[src/rtl/alu_arb_pkg.sv]
// Shared definitions for the ALU arbiter: opcode encodings, FSM states and
// the opcode legality check used at grant time.
package alu_arb_pkg;

  localparam logic [3:0] OP_AND    = 4'b0000;
  localparam logic [3:0] OP_XOR    = 4'b0001;
  localparam logic [3:0] OP_OR     = 4'b0010;
  localparam logic [3:0] OP_NOTB   = 4'b0011;
  localparam logic [3:0] OP_ADD_NB = 4'b0100;
  localparam logic [3:0] OP_ADD    = 4'b0101;
  localparam logic [3:0] OP_SUB    = 4'b0110;
  localparam logic [3:0] OP_ADD_C  = 4'b0111;
  localparam logic [3:0] OP_ASR    = 4'b1000;

  typedef enum logic [1:0] {
    IDLE = 2'd0,
    EXEC = 2'd1,
    RESP = 2'd2
  } state_t;

  function automatic logic is_legal_op(input logic [3:0] op);
    case (op)
      OP_AND, OP_XOR, OP_OR, OP_NOTB, OP_ADD_NB,
      OP_ADD, OP_SUB, OP_ADD_C, OP_ASR: is_legal_op = 1'b1;
      default:                          is_legal_op = 1'b0;
    endcase
  endfunction

endpackage

[src/rtl/rr_arbiter.sv]
// Combinational round-robin arbiter: the winner is the first requesting index
// strictly after ptr, wrapping back to index 0.
module rr_arbiter #(
  parameter int N  = 2,
  parameter int IW = (N > 1) ? $clog2(N) : 1
) (
  input  logic [N-1:0]  req,
  input  logic [IW-1:0] ptr,
  output logic [N-1:0]  gnt,
  output logic [IW-1:0] gnt_idx
);

  logic [N-1:0] above_ptr;
  logic [N-1:0] hi_req;
  logic [N-1:0] cand;

  generate
    for (genvar gi = 0; gi < N; gi++) begin : g_mask
      assign above_ptr[gi] = (gi > int'(ptr));
    end
  endgenerate

  // Requests above the pointer take priority; otherwise wrap to the full set.
  assign hi_req = req & above_ptr;
  assign cand   = (|hi_req) ? hi_req : req;
  assign gnt    = cand & (~cand + N'(1));

  always_comb begin
    gnt_idx = '0;
    for (int i = 0; i < N; i++) begin
      if (gnt[i]) gnt_idx = IW'(i);
    end
  end

endmodule

[src/rtl/alu_arbiter.sv]
// Shares one external combinational ALU among NREQ requesters: round-robin
// grant, registered operands, one op in flight, tagged valid/ready response.
module alu_arbiter
  import alu_arb_pkg::*;
#(
  parameter int NREQ    = 2,
  parameter int ALU_LAT = 1,
  localparam int IDW    = (NREQ > 1) ? $clog2(NREQ) : 1
) (
  input  logic            clk,
  input  logic            rst,
  input  logic [NREQ-1:0] req_valid,
  output logic [NREQ-1:0] req_ready,
  input  logic [NREQ*4-1:0] req_op,
  input  logic [NREQ*4-1:0] req_a,
  input  logic [NREQ*4-1:0] req_b,
  output logic [3:0]      alu_a,
  output logic [3:0]      alu_b,
  output logic [3:0]      alu_s,
  input  logic [3:0]      alu_y,
  input  logic            alu_z,
  input  logic            alu_v,
  output logic            rsp_valid,
  input  logic            rsp_ready,
  output logic [IDW-1:0]  rsp_id,
  output logic [3:0]      rsp_y,
  output logic            rsp_z,
  output logic            rsp_v,
  output logic            rsp_err
);

  localparam int CW = 3;

  state_t          state_reg, state_next;
  logic [IDW-1:0]  ptr_reg;
  logic [CW-1:0]   cnt_reg;
  logic [3:0]      alu_a_reg, alu_b_reg, alu_s_reg;
  logic [IDW-1:0]  rsp_id_reg;
  logic [3:0]      rsp_y_reg;
  logic            rsp_z_reg, rsp_v_reg, rsp_err_reg;

  logic [NREQ-1:0] gnt;
  logic [IDW-1:0]  gnt_idx;
  logic [3:0]      op_arr [NREQ];
  logic [3:0]      a_arr  [NREQ];
  logic [3:0]      b_arr  [NREQ];
  logic [3:0]      sel_op, sel_a, sel_b;
  logic            accept, sel_legal, lat_done;

  generate
    for (genvar gi = 0; gi < NREQ; gi++) begin : g_slice
      assign op_arr[gi] = req_op[4*gi +: 4];
      assign a_arr[gi]  = req_a[4*gi +: 4];
      assign b_arr[gi]  = req_b[4*gi +: 4];
    end
  endgenerate

  rr_arbiter #(.N(NREQ), .IW(IDW)) u_rr (
    .req     (req_valid),
    .ptr     (ptr_reg),
    .gnt     (gnt),
    .gnt_idx (gnt_idx)
  );

  assign sel_op    = op_arr[gnt_idx];
  assign sel_a     = a_arr[gnt_idx];
  assign sel_b     = b_arr[gnt_idx];
  assign sel_legal = is_legal_op(sel_op);

  always_ff @(posedge clk) begin
    if (rst) state_reg <= IDLE;
    else     state_reg <= state_next;
  end

  always_comb begin
    state_next = state_reg;
    req_ready  = '0;
    accept     = 1'b0;
    lat_done   = 1'b0;
    case (state_reg)
      IDLE: begin
        if (|req_valid) begin
          req_ready  = gnt;
          accept     = 1'b1;
          state_next = sel_legal ? EXEC : RESP;
        end
      end
      EXEC: begin
        if (cnt_reg == CW'(ALU_LAT - 1)) begin
          lat_done   = 1'b1;
          state_next = RESP;
        end
      end
      RESP: begin
        if (rsp_ready) state_next = IDLE;
      end
      default: state_next = IDLE;
    endcase
  end

  always_ff @(posedge clk) begin
    if (rst) begin
      ptr_reg     <= IDW'(NREQ - 1);
      cnt_reg     <= '0;
      alu_a_reg   <= '0;
      alu_b_reg   <= '0;
      alu_s_reg   <= '0;
      rsp_id_reg  <= '0;
      rsp_y_reg   <= '0;
      rsp_z_reg   <= 1'b0;
      rsp_v_reg   <= 1'b0;
      rsp_err_reg <= 1'b0;
    end else begin
      if (accept) begin
        ptr_reg    <= gnt_idx;
        rsp_id_reg <= gnt_idx;
        if (sel_legal) begin
          alu_a_reg <= sel_a;
          alu_b_reg <= sel_b;
          alu_s_reg <= sel_op;
          cnt_reg   <= '0;
        end else begin
          // Illegal ops bypass the ALU; its operand registers keep the last op.
          rsp_y_reg   <= '0;
          rsp_z_reg   <= 1'b0;
          rsp_v_reg   <= 1'b0;
          rsp_err_reg <= 1'b1;
        end
      end
      if (state_reg == EXEC) cnt_reg <= cnt_reg + CW'(1);
      if (lat_done) begin
        rsp_y_reg   <= alu_y;
        rsp_z_reg   <= alu_z;
        rsp_v_reg   <= alu_v;
        rsp_err_reg <= 1'b0;
      end
    end
  end

  assign alu_a     = alu_a_reg;
  assign alu_b     = alu_b_reg;
  assign alu_s     = alu_s_reg;
  assign rsp_valid = (state_reg == RESP);
  assign rsp_id    = rsp_id_reg;
  assign rsp_y     = rsp_y_reg;
  assign rsp_z     = rsp_z_reg;
  assign rsp_v     = rsp_v_reg;
  assign rsp_err   = rsp_err_reg;

endmodule
[config.mk]
export PLATFORM = sky130hd
export DESIGN_NAME = alu_arbiter
export DESIGN_NICKNAME = d
export VERILOG_FILES = /design/src/rtl/alu_arb_pkg.sv /design/src/rtl/rr_arbiter.sv /design/src/rtl/alu_arbiter.sv
export SDC_FILE = /design/constraint.sdc
export NUM_CORES = 1
export LEC_CHECK = 0
export ABC_AREA = 1
export BUFFER_PORTS_ARGS = -buffer_cell sky130_fd_sc_hd__buf_2
export CAP_MARGIN = 20
export CELL_PAD_IN_SITES_DETAIL_PLACEMENT = 2
export CELL_PAD_IN_SITES_GLOBAL_PLACEMENT = 2
export CORE_MARGIN = 2
export CORE_UTILIZATION = 22
export DETAILED_ROUTE_END_ITERATION = 16
export HOLD_SLACK_MARGIN = 0.15
export PLACE_DENSITY_LB_ADDON = 0.1
export SLEW_MARGIN = 30
export SYNTH_ARGS = -nofsm -noshare
export SYNTH_HDL_FRONTEND = slang
export SYNTH_SLANG_ARGS = --single-unit
[constraint.sdc]
create_clock -name clk -period 1.4 [get_ports clk]
set_input_delay 0.14 -clock clk [delete_from_list [all_inputs] [get_ports clk]]
set_output_delay 0.14 -clock clk [all_outputs]
set_load 0.01 [all_outputs]
==> impl_metrics.yaml <==
run_status:
  status: "finished with violations"
  violations: "negative setup slack"
die:
  chipWidth_um: 81.46
  io_pins: 58
  fp-row-count: 28
  fp.dieH_um: 81.46
  start_util: 0.2256
  dieArea_sq_mm: 0.006636
  coreArea_sq_mm: 0.005851
yosys:
  synth_commonest_cells: "nand2_1, dfxtp_1, inv_1"
  synth-edff-count: 0
  ys_ff_latch: 26
  yosysSeqAreaShare: 0.3943
  synth_top_area_frac: 0.3943
  synth_fp_nets: 222
  synth_compound_area_frac: 0.1251
  synth_adder_area_share: 0.01896
  synth_cell_types: 26
  synth_top_family_by_area: "simple AND/OR/NAND/NOR gates"
  avgSynthCellArea_sq_um: 7.135
  post-synth-top-count-cell: "nand2_1"
  synth_cells: 185
  yosys_warnings: 0
  synth_area_leader_cell: "dfxtp_1"
  synth_area_leaders: "dfxtp_1, nand2_1, inv_1"
  synth-simple-area-share: 0.3460
  netlist_area_sq_mm: 0.001320
  synth_xor_area_frac: 0
  muxShareOfSynthArea: 0
  synth_ff_type: "dfxtp_1"
  async_flop_share: 0
finish:
  antenna_cells: 0
  layout.nets: 310
  design_area_sq_mm: 0.002071
  area_growth_syn_to_layout_pct: 56.87
  drive_gt1_frac: 0.4743
  fin_util: 0.3539
routing:
  drt_iter0_drc: 19
  routed-via-count: 1460
  drt_wl_total_mm: 4.414
  ant_nets: 0
  drc_errors: 0
  drt_pass1_iterations: 2
  routedWlPerCell_um: 12.72
  vias_per_cell: 4.207
grt:
  track_usage: 0.1380
  grt_pass1_vias: 1450
  grt.overflow.total: 0
  grt_max_degree: 16
  grt_pass1_wl_mm: 7.058
  grt_antenna_before_repair: 0
sta:
  fin_ws_ps: -35.96
  relSlewSlack: 0.5817
  skew_ps: 10.69
  finalMaxSlewViolations: 0
  fmax_mhz: 696.4
  post-route-period-util: 1.026
  rsz0062_at_grt: "true"
  hold_ws_ps: 197.2
  worst_pin_slew_ps: 626.8
  fin_crit_ps: 1436
  setup_viol: 14
  final-hold-violation-count: 0
power:
  clock_power_share: 0.268
  ir_drop_mv: 0.5765
  net-switching-power_uw: 761.2
  power.share.sequential: 0.379
  intPower_uw: 1606
  combPwrFrac: 0.353
  powerDensity_mw_per_mm2: 1143
  p_leak_uw: 0.001065
  power_uw: 2367
  sw_frac_of_total: 0.3216
clock_tree:
  cts_buffers: 3
  clockRootBuffer: "clkbuf_8"
  cts.sinks: 26
  clock_latency_ps: 270
  clk_pin_slew_ps: 100
  cts_tree: "done"
  htreeDepth: 1
  cts_buffer_depth: 2
min_path:
  hold_end: "alu_a[0]$_SDFFE_PP0P_"
  hold_path_class: "in -> reg"
  worstHoldStart: "req_a[0]"
  holdPathStages: 5
place:
  postPlaceCellArea_sq_mm: 0.001812
  routabilityCongestion: 0.6983
  io_buffer_count: 57
  post-dp-hpwl_mm: 3.242
critical_path:
  critPathKind: "reg -> reg"
  reg2reg_from: "ptr_reg$_SDFFE_PP1P_"
  critPathMaxStageDelay_ps: 350
  ff2ff_path_depth: 9
  start_kind: "flop"
  rrSetupSlack_ps: -40
  cp_max_fo: 7
  crit_top_cell: "nand2_2"
  arrival_ps: 1600
  critPathSlowestCell: "dfxtp_2"
  required_ps: 1570
  critPathCaptureType: "flop"
  cp_cell_sequence: "a21oi_4 > nand2_1 > nand2_2 > nand3_2 > nand2_2 > nand2_4 > buf_12 > o21ai_1 > nor2_1"
  r2r-end: "alu_b[1]$_SDFFE_PP0P_"
job:
  drv_cap: 0
-- worst max path at each step --
stage	start	end	cells past startpoint
6_report	ptr_reg$_SDFFE_PP1P_	alu_b[1]$_SDFFE_PP0P_	9
5_1_grt	ptr_reg$_SDFFE_PP1P_	cnt_reg[0]$_SDFFE_PP0P_	11
4_1_cts	ptr_reg$_SDFFE_PP1P_	alu_a[2]$_SDFFE_PP0P_	9
3_5_place_dp	ptr_reg$_SDFFE_PP1P_	alu_s[1]$_SDFFE_PP0P_	10
3_3_place_gp	ptr_reg$_SDFFE_PP1P_	alu_s[1]$_SDFFE_PP0P_	10
2_1_floorplan	state_reg[0]$_SDFFE_PP0P_	rsp_v$_SDFFE_PP0P_	6
-- cells in the final DEF (no fill, tap or decap), types with 4 or more instances in the layout --
master         count
buf_2             57
nand2_4            4
o21ai_2            5
dlygate4sd3_1      7
nand2_2            8
dfxtp_1           23
buf_4             20
a21oi_1            8
a21oi_2            5
nand2_1           45
nor2_1            17
inv_1             22
nand3_1           10
nor2_2             8
-- stage by stage --
stage,cells,setup TNS [ps],setup WS [ps]
3_5_place_dp,332,-551.3,-61.52
4_1_cts,346,-1032,-84.51
6_report,347,-359.2,-35.96
3_3_place_gp,332,-359.4,-61.21
5_1_grt,347,-2700,-172.9
2_1_floorplan,185,0,45.89
-- critical path: cells and delay by family (launching register included) --
| kind | cells | cell delay, ps |
|---|---|---|
| AND/OR/NAND/NOR | 6 | 490 |
| flip-flops | 1 | 350 |
| AO/OA/AOI/OAI | 2 | 340 |
| buffers and inverters | 1 | 150 |
-- layer usage --
metal  vias to the layer above  global-route usage  wire, um
li1                        753                   -         -
met5                         -                   0         0
met4                         0             0.03051        23
met2                        31              0.2369      2190
met3                         2             0.01868       154
met1                       674              0.1838      2046
-- logic make-up (layout without fill, tap and decap cells) --
| kind of cell | count (synthesis) | after routing |
|---|---|---|
| compound gates | 28 | 28 |
| fa+ha+maj | 2 | 2 |
| buf+inv | 31 | 118 |
| flops | 26 | 26 |
| simple gates | 98 | 98 |
-- final cells by class --
class,instances,area [sq um]
Clock buffer,3,41.29
Clock inverter,1,30.03
Fill cell,705,3780
Inverter,26,105.1
Multi-Input combinational cell,128,714.4
Sequential cell,26,526.8
Tap cell,75,93.84
Timing Repair Buffer,88,559.3
-- what timing repair did --
item,CTS,global route
cloned,0,0
resized for setup,15,14
endpoints found under the setup margin,22,26
pin swaps,11,8
hold buffers,7,0
buffers inserted,3,1
hold endpoints to repair,7,0
-- power groups by stage --
stage                     registers (uW)  clock network [uW]  logic [uW]
after CTS                            893                 657         809
after global placement               904                   0         732
final                                897                 634         836
after global routing                 912                 693         935
after floorplan                      935                   0         379
after detailed placement             905                   0         747
Note: power is estimated with default switching activity, not from simulation.
